File: config.mk
export PLATFORM = sky130hd
export DESIGN_NAME = mc_ctrl_fsm
export DESIGN_NICKNAME = d
export VERILOG_FILES = /design/src/rtl/mc_ctrl_pkg.sv /design/src/rtl/mc_instr_class_dec.sv /design/src/rtl/mc_ctrl_fsm.sv
export SDC_FILE = /design/constraint.sdc
export NUM_CORES = 1
export LEC_CHECK = 0
export CAP_MARGIN = 10
export CELL_PAD_IN_SITES_DETAIL_PLACEMENT = 1
export CELL_PAD_IN_SITES_GLOBAL_PLACEMENT = 2
export CORE_MARGIN = 2
export CORE_UTILIZATION = 25
export CTS_CLUSTER_DIAMETER = 60
export DETAILED_ROUTE_END_ITERATION = 8
export GPL_TIMING_DRIVEN = 1
export PLACE_DENSITY_LB_ADDON = 0.08
export SYNTH_ARGS = -nofsm -noshare
export SYNTH_HDL_FRONTEND = slang
export SYNTH_HIERARCHICAL = 1
export SYNTH_SLANG_ARGS = --single-unit
File: constraint.sdc
create_clock -name clk -period 3.2 [get_ports clk]
set_clock_uncertainty 0.15 [all_clocks]
set_input_delay 0.48 -clock clk [delete_from_list [all_inputs] [get_ports clk]]
set_output_delay 0.48 -clock clk [all_outputs]
set_load 0.005 [all_outputs]
File: src/rtl/mc_ctrl_pkg.sv
// Shared encodings for the multicycle MIPS control FSM: states, opcodes,
// funct codes, instruction classes and datapath mux selects.
package mc_ctrl_pkg;

    typedef enum logic [2:0] {
        S_IF  = 3'b000,
        S_ID  = 3'b001,
        S_EX  = 3'b010,
        S_MEM = 3'b011,
        S_WB  = 3'b100
    } state_t;

    typedef enum logic [3:0] {
        R_ALU, I_ALU, LW, SW, BEQ, BNE, J, JAL, JR, ILL
    } iclass_t;

    localparam logic [5:0] OP_RTYPE = 6'b000000;
    localparam logic [5:0] OP_J     = 6'b000010;
    localparam logic [5:0] OP_JAL   = 6'b000011;
    localparam logic [5:0] OP_BEQ   = 6'b000100;
    localparam logic [5:0] OP_BNE   = 6'b000101;
    localparam logic [5:0] OP_ADDI  = 6'b001000;
    localparam logic [5:0] OP_ADDIU = 6'b001001;
    localparam logic [5:0] OP_SLTI  = 6'b001010;
    localparam logic [5:0] OP_SLTIU = 6'b001011;
    localparam logic [5:0] OP_ANDI  = 6'b001100;
    localparam logic [5:0] OP_ORI   = 6'b001101;
    localparam logic [5:0] OP_XORI  = 6'b001110;
    localparam logic [5:0] OP_LUI   = 6'b001111;
    localparam logic [5:0] OP_LW    = 6'b100011;
    localparam logic [5:0] OP_SW    = 6'b101011;

    localparam logic [5:0] FN_JR    = 6'b001000;

    localparam logic [1:0] PC_PLUS4  = 2'b00;
    localparam logic [1:0] PC_BRANCH = 2'b01;
    localparam logic [1:0] PC_JUMP   = 2'b10;
    localparam logic [1:0] PC_RS     = 2'b11;

    localparam logic [1:0] WSEL_RD = 2'b00;
    localparam logic [1:0] WSEL_RT = 2'b01;
    localparam logic [1:0] WSEL_RA = 2'b10;

    // Supported R-type ALU ops: add..nor, slt/sltu, and the six shifts.
    function automatic logic is_rtype_alu(input logic [5:0] fn);
        case (fn)
            6'b100000, 6'b100001, 6'b100010, 6'b100011,
            6'b100100, 6'b100101, 6'b100110, 6'b100111,
            6'b101010, 6'b101011,
            6'b000000, 6'b000010, 6'b000011,
            6'b000100, 6'b000110, 6'b000111: return 1'b1;
            default:                         return 1'b0;
        endcase
    endfunction

endpackage

File: src/rtl/mc_instr_class_dec.sv
// Combinational op/funct -> instruction class decode; jr is matched ahead
// of the R-type ALU set, and anything unrecognised maps to ILL.
module mc_instr_class_dec
    import mc_ctrl_pkg::*;
(
    input  logic [5:0] op,
    input  logic [5:0] funct,
    output iclass_t    cls
);

    always_comb begin
        cls = ILL;
        case (op)
            OP_RTYPE: begin
                if (funct == FN_JR)
                    cls = JR;
                else if (is_rtype_alu(funct))
                    cls = R_ALU;
            end
            OP_ADDI, OP_ADDIU, OP_SLTI, OP_SLTIU,
            OP_ANDI, OP_ORI, OP_XORI, OP_LUI: cls = I_ALU;
            OP_LW:  cls = LW;
            OP_SW:  cls = SW;
            OP_BEQ: cls = BEQ;
            OP_BNE: cls = BNE;
            OP_J:   cls = J;
            OP_JAL: cls = JAL;
            default: cls = ILL;
        endcase
    end

endmodule

File: src/rtl/mc_ctrl_fsm.sv
// Multicycle IF/ID/EX/MEM/WB control for the 31-instruction MIPS core.
// Enables are gated by ena and rst; memory waits beyond MEM_WAIT_MAX pulse timeout.
module mc_ctrl_fsm
    import mc_ctrl_pkg::*;
#(
    parameter int MEM_WAIT_MAX = 15
) (
    input  logic       clk,
    input  logic       rst,
    input  logic       ena,
    input  logic [5:0] op,
    input  logic [5:0] funct,
    input  logic       zero,
    input  logic       mem_ready,
    output logic       mem_re,
    output logic       mem_we,
    output logic       ir_we,
    output logic       pc_we,
    output logic [1:0] pc_src,
    output logic       alu_src_b,
    output logic       rf_we,
    output logic [1:0] rf_waddr_sel,
    output logic [2:0] state,
    output logic       illegal,
    output logic       timeout
);

    localparam int CW = $clog2(MEM_WAIT_MAX + 1);

    state_t        st_q, st_d;
    iclass_t       cls_q, dec_cls;
    logic [CW-1:0] wait_cnt;
    logic          waiting, wait_hit, en;

    mc_instr_class_dec u_dec (
        .op    (op),
        .funct (funct),
        .cls   (dec_cls)
    );

    assign state    = st_q;
    assign en       = ena & ~rst;
    assign waiting  = ((st_q == S_IF) || (st_q == S_MEM)) && !mem_ready;
    assign wait_hit = (wait_cnt == CW'(MEM_WAIT_MAX));

    always_ff @(posedge clk or posedge rst) begin
        if (rst)
            st_q <= S_IF;
        else if (ena)
            st_q <= st_d;
    end

    // Class is captured in ID so EX/MEM/WB no longer depend on IR timing.
    always_ff @(posedge clk or posedge rst) begin
        if (rst)
            cls_q <= R_ALU;
        else if (ena && st_q == S_ID)
            cls_q <= dec_cls;
    end

    always_ff @(posedge clk or posedge rst) begin
        if (rst)
            wait_cnt <= '0;
        else if (ena) begin
            if (!waiting || wait_hit)
                wait_cnt <= '0;
            else
                wait_cnt <= wait_cnt + CW'(1);
        end
    end

    always_comb begin
        st_d = st_q;
        case (st_q)
            S_IF:  if (mem_ready) st_d = S_ID;
            S_ID:  st_d = (dec_cls == ILL) ? S_IF : S_EX;
            S_EX: begin
                case (cls_q)
                    R_ALU, I_ALU, JAL: st_d = S_WB;
                    LW, SW:            st_d = S_MEM;
                    default:           st_d = S_IF;
                endcase
            end
            S_MEM: if (mem_ready) st_d = (cls_q == LW) ? S_WB : S_IF;
            S_WB:  st_d = S_IF;
            default: st_d = S_IF;
        endcase
    end

    always_comb begin
        mem_re       = 1'b0;
        mem_we       = 1'b0;
        ir_we        = 1'b0;
        pc_we        = 1'b0;
        pc_src       = PC_PLUS4;
        alu_src_b    = 1'b0;
        rf_we        = 1'b0;
        rf_waddr_sel = WSEL_RD;
        illegal      = 1'b0;
        timeout      = en & waiting & wait_hit;
        case (st_q)
            S_IF: begin
                mem_re = en;
                ir_we  = en & mem_ready;
                pc_we  = en & mem_ready;
            end
            S_ID: illegal = en & (dec_cls == ILL);
            S_EX: begin
                case (cls_q)
                    I_ALU, LW, SW: alu_src_b = 1'b1;
                    BEQ: begin pc_we = en & zero;  pc_src = PC_BRANCH; end
                    BNE: begin pc_we = en & ~zero; pc_src = PC_BRANCH; end
                    J:   begin pc_we = en;         pc_src = PC_JUMP;   end
                    JR:  begin pc_we = en;         pc_src = PC_RS;     end
                    default: ;
                endcase
            end
            S_MEM: begin
                mem_re = en & (cls_q == LW);
                mem_we = en & (cls_q == SW);
            end
            S_WB: begin
                rf_we = en;
                case (cls_q)
                    I_ALU, LW: rf_waddr_sel = WSEL_RT;
                    JAL: begin
                        rf_waddr_sel = WSEL_RA;
                        pc_we        = en;
                        pc_src       = PC_JUMP;
                    end
                    default: rf_waddr_sel = WSEL_RD;
                endcase
            end
            default: ;
        endcase
    end

endmodule

==> run summary <==
=================================================================================
Post-Syn Instances                                                            125
GR Util met3                                                                3.55%
Remaining global-route overflow                                                 0
Class of the tightest hold or removal check                               reg2reg
Result of the run                                                    finished, final reports clean
Horiz. Die Dim                                                            66.8 µm
Type of destination of the critical path                             primary output
Final weighted congestion in routability-driven placement                   0.725
Cell Pwr Density                                                       484 nW/µm²
Number of routed nets with antenna violations                                   0
DRC marker count from the first detailed-route iteration                       43
Critical Path Start                                                      funct[0]
Beginning of the worst register-to-register path                         state[1]
Period minus WS final                                                     3.07 ns
Reported max-cap violation count                                                0
Std-Cell Core Area                                                       3720 µm²
Critical-path maximum fanout                                                    2
Worst-path clk slew                                                       0.05 ns
Critical path class                                                        in2out
Count of inserted antenna diode cells                                           0
Sequential share of power                                                   36.7%
Relative slew slack                                                         67.3%
Required time at the worst-slack endpoint                                 2.57 ns
Number of port buffers                                                         31
Setup repair after global routing missed its margin                         false
Max Buffers Root-to-Sink                                                        2
Cell row count                                                                 22
Vias in the first global route                                               1059
Clock sink count                                                               11
Source-to-sink clock delay at the later pin of the worst-skew pair        0.24 ns
Post-route core utilization                                                 39.2%
Portion of total power attributed to the clock network                      20.0%
Hold slack                                                               0.391 ns
Most frequent cells in the layout                                    sky130_fd_sc_hd__clkdlybuf4s50_1, sky130_fd_sc_hd__nor2_1, sky130_fd_sc_hd__nand2_1, sky130_fd_sc_hd__dfrtp_1, sky130_fd_sc_hd__buf_4
Overall routing resource usage                                              14.3%
DRC violation count after routing                                               0
Setup violations, final                                                         0
Number of ports placed on the die boundary                                     32
Worst-case vdd ir drop                                                   0.228 mV
First-pass GRT wire length                                                4860 µm
EDFF count, synth                                                               0
Internal power consumption                                               0.428 mW
Slew at the pin closest to its max-slew limit                            0.486 ns
Post-synth design cell area                                               987 µm²
Switching component of the power                                         0.278 mW
Synth Warn #                                                                    6
Number of nets at the end of the flow                                         183
Estimated wirelength of the detail-placed design                          2270 µm
Area growth from synthesis to layout                                        47.7%
GRT busiest layer                                                            met2
Maximum number of pins on one net before global-route repair                   13
Switching share of power                                                    39.4%
Detail-routed via count per cell                                             4.95
Quantity of hold-fixing buffers added after cts                                 0
Leak                                                                     0.599 nW
Synth unique cells                                                             43
GR Layer Usage met2                                                         24.3%
Achievable frequency                                                      325 MHz
Share of post-route cells with drive strength above 1                       18.3%
TritonCTS clock tree                                                         done
DRT Wirelength                                                            2770 µm
Global Route met1 Usage                                                     17.9%
Most common library cell in the layout ignoring fill and taps        sky130_fd_sc_hd__clkdlybuf4s50_1
Average footprint of a synthesized cell                                  7.90 µm²
Die area                                                                 4470 µm²
Final slew viol count                                                           0
Most used flip-flop cell after synthesis                             sky130_fd_sc_hd__dfrtp_1
Initial Utilization                                                         26.6%
Library cell used as clock root buffer                               sky130_fd_sc_hd__clkbuf_8
Number of iterations in the first detailed-routing pass                         3
DIE HEIGHT                                                                66.8 µm
Async set-or-reset flop fraction in the synthesized netlist                  100%
Start point of the worst hold path                                    wait_cnt[1]
CTS H-tree depth                                                                1
R2r setup slk                                                             1.57 ns
Final critical-path share of the clock period                               96.0%
Total CTS buffers                                                               3
Via count                                                                    1050
Nature of the critical path startpoint                                 input port
Register area share after synthesis                                         27.9%
Synthesized flop and latch total                                               11
Initial antenna violation count                                                 0
Power share of the combinational group                                      43.3%
Final number of hold-violating endpoints                                        0
Arrival time worst endpoint                                               2.44 ns
Total nets after synthesis                                                    143
Routed length per instance                                                13.1 µm
=================================================================================
==> kinds of logic (layout without fill, tap and decap cells) <==
kind of cell	after synthesis	after routing	share of synthesized area, %
AOI/OAI and AO/OA	27	27	20.3
xor gates and xnor gates	4	4	3.55
adders and majority gates	1	1	1.27
buffers and inverters	13	52	5.96
DFF	11	11	27.9
muxes	7	7	7.86
and+or+nand+nor	62	62	33.2
==> layer usage <==
layer / routed length, µm / vias to the layer above / part of all wire, %
met5: 0 / - / 0
met4: 21 / 0 / 0.76
met3: 123 / 3 / 4.4
met2: 1310 / 20 / 47
met1: 1310 / 494 / 47
li1: - / 533 / -
==> path summary, 6_finish.rpt <==
path                               endpoint  depth (start not counted)
worst max-delay path                illegal                          9
worst min-delay path            wait_cnt[1]                          1
worst max register to register     cls_q[2]                          3
worst min register to register  wait_cnt[1]                          1
max in group asynchronous          cls_q[2]                          2
min in group asynchronous       wait_cnt[3]                          2
==> final cells by class <==
class,instances,area [µm²]
clock buffer,4,45.0
fill,457,2260
inverter,6,22.5
multi-input combinational,101,671
sequential,11,275
tap,48,60.1
timing repair buffer,42,384
==> registers in the layout (all words and copies together) (netlist names) <==
signal and cells:
cls_q 4, wait_cnt 4, state 3
==> metrics by stage <==
stage               setup WS, ns  setup TNS (ns)  power [mW]  std cells  area, µm²
finish                     0.127               0       0.706        212       1460
detailed placement        -0.383          -0.383       0.575        208       1400
global route              0.0487               0       0.772        212       1460
CTS                       0.0111               0       0.717        212       1450
floorplan                  0.587               0       0.450        125        987
global placement          -0.353          -0.353       0.566        208       1400
==> Yosys cell counts (2+ instances only) <==
cell / count / share of area (%)
sky130_fd_sc_hd__o31ai_1: 2 / 1.5
sky130_fd_sc_hd__inv_1: 5 / 1.9
sky130_fd_sc_hd__and2_1: 2 / 1.3
sky130_fd_sc_hd__xnor2_1: 3 / 2.7
sky130_fd_sc_hd__nor2b_1: 2 / 1.3
sky130_fd_sc_hd__nor3_1: 3 / 1.5
sky130_fd_sc_hd__clkbuf_1: 4 / 1.5
sky130_fd_sc_hd__mux2_2: 6 / 6.8
sky130_fd_sc_hd__nor4_1: 7 / 4.4
sky130_fd_sc_hd__nand3_1: 5 / 2.5
sky130_fd_sc_hd__nor2_1: 19 / 7.2
sky130_fd_sc_hd__o21ai_0: 4 / 2.0
sky130_fd_sc_hd__buf_2: 2 / 1.0
sky130_fd_sc_hd__a21oi_1: 6 / 3.0
sky130_fd_sc_hd__nand2_1: 12 / 4.6
sky130_fd_sc_hd__nand2b_1: 4 / 2.5
sky130_fd_sc_hd__a211oi_1: 2 / 1.5
sky130_fd_sc_hd__a311oi_1: 2 / 1.8
sky130_fd_sc_hd__dfrtp_1: 11 / 28
==> power by group through the flow <==
stage / Sequential (mW) / Clock, mW / Combinational (mW)
global route: 0.271 / 0.156 / 0.345
CTS: 0.260 / 0.146 / 0.311
floorplan: 0.203 / 0 / 0.247
global placement: 0.260 / 0 / 0.306
finish: 0.259 / 0.141 / 0.306
detailed placement: 0.262 / 0 / 0.312
==> worst max-delay path: stages <==
cell and delay (ns):
sky130_fd_sc_hd__dlygate4sd2_1 0.23, sky130_fd_sc_hd__or4b_1 0.51, sky130_fd_sc_hd__o31ai_2 0.20, sky130_fd_sc_hd__a311oi_1 0.06
sky130_fd_sc_hd__or4_1 0.50, sky130_fd_sc_hd__nand2_1 0.10, sky130_fd_sc_hd__nor3_2 0.05, sky130_fd_sc_hd__and2_1 0.19
sky130_fd_sc_hd__buf_2 0.12
==> repair_timing <==
| action | CTS | global route |
|---|---|---|
| setup endpoints to repair | 1 | 1 |
| gates resized for setup | 10 | 2 |
| pin swaps | 6 | 2 |
| setup buffers | 0 | 0 |
Power figures use the tool's default switching activity.
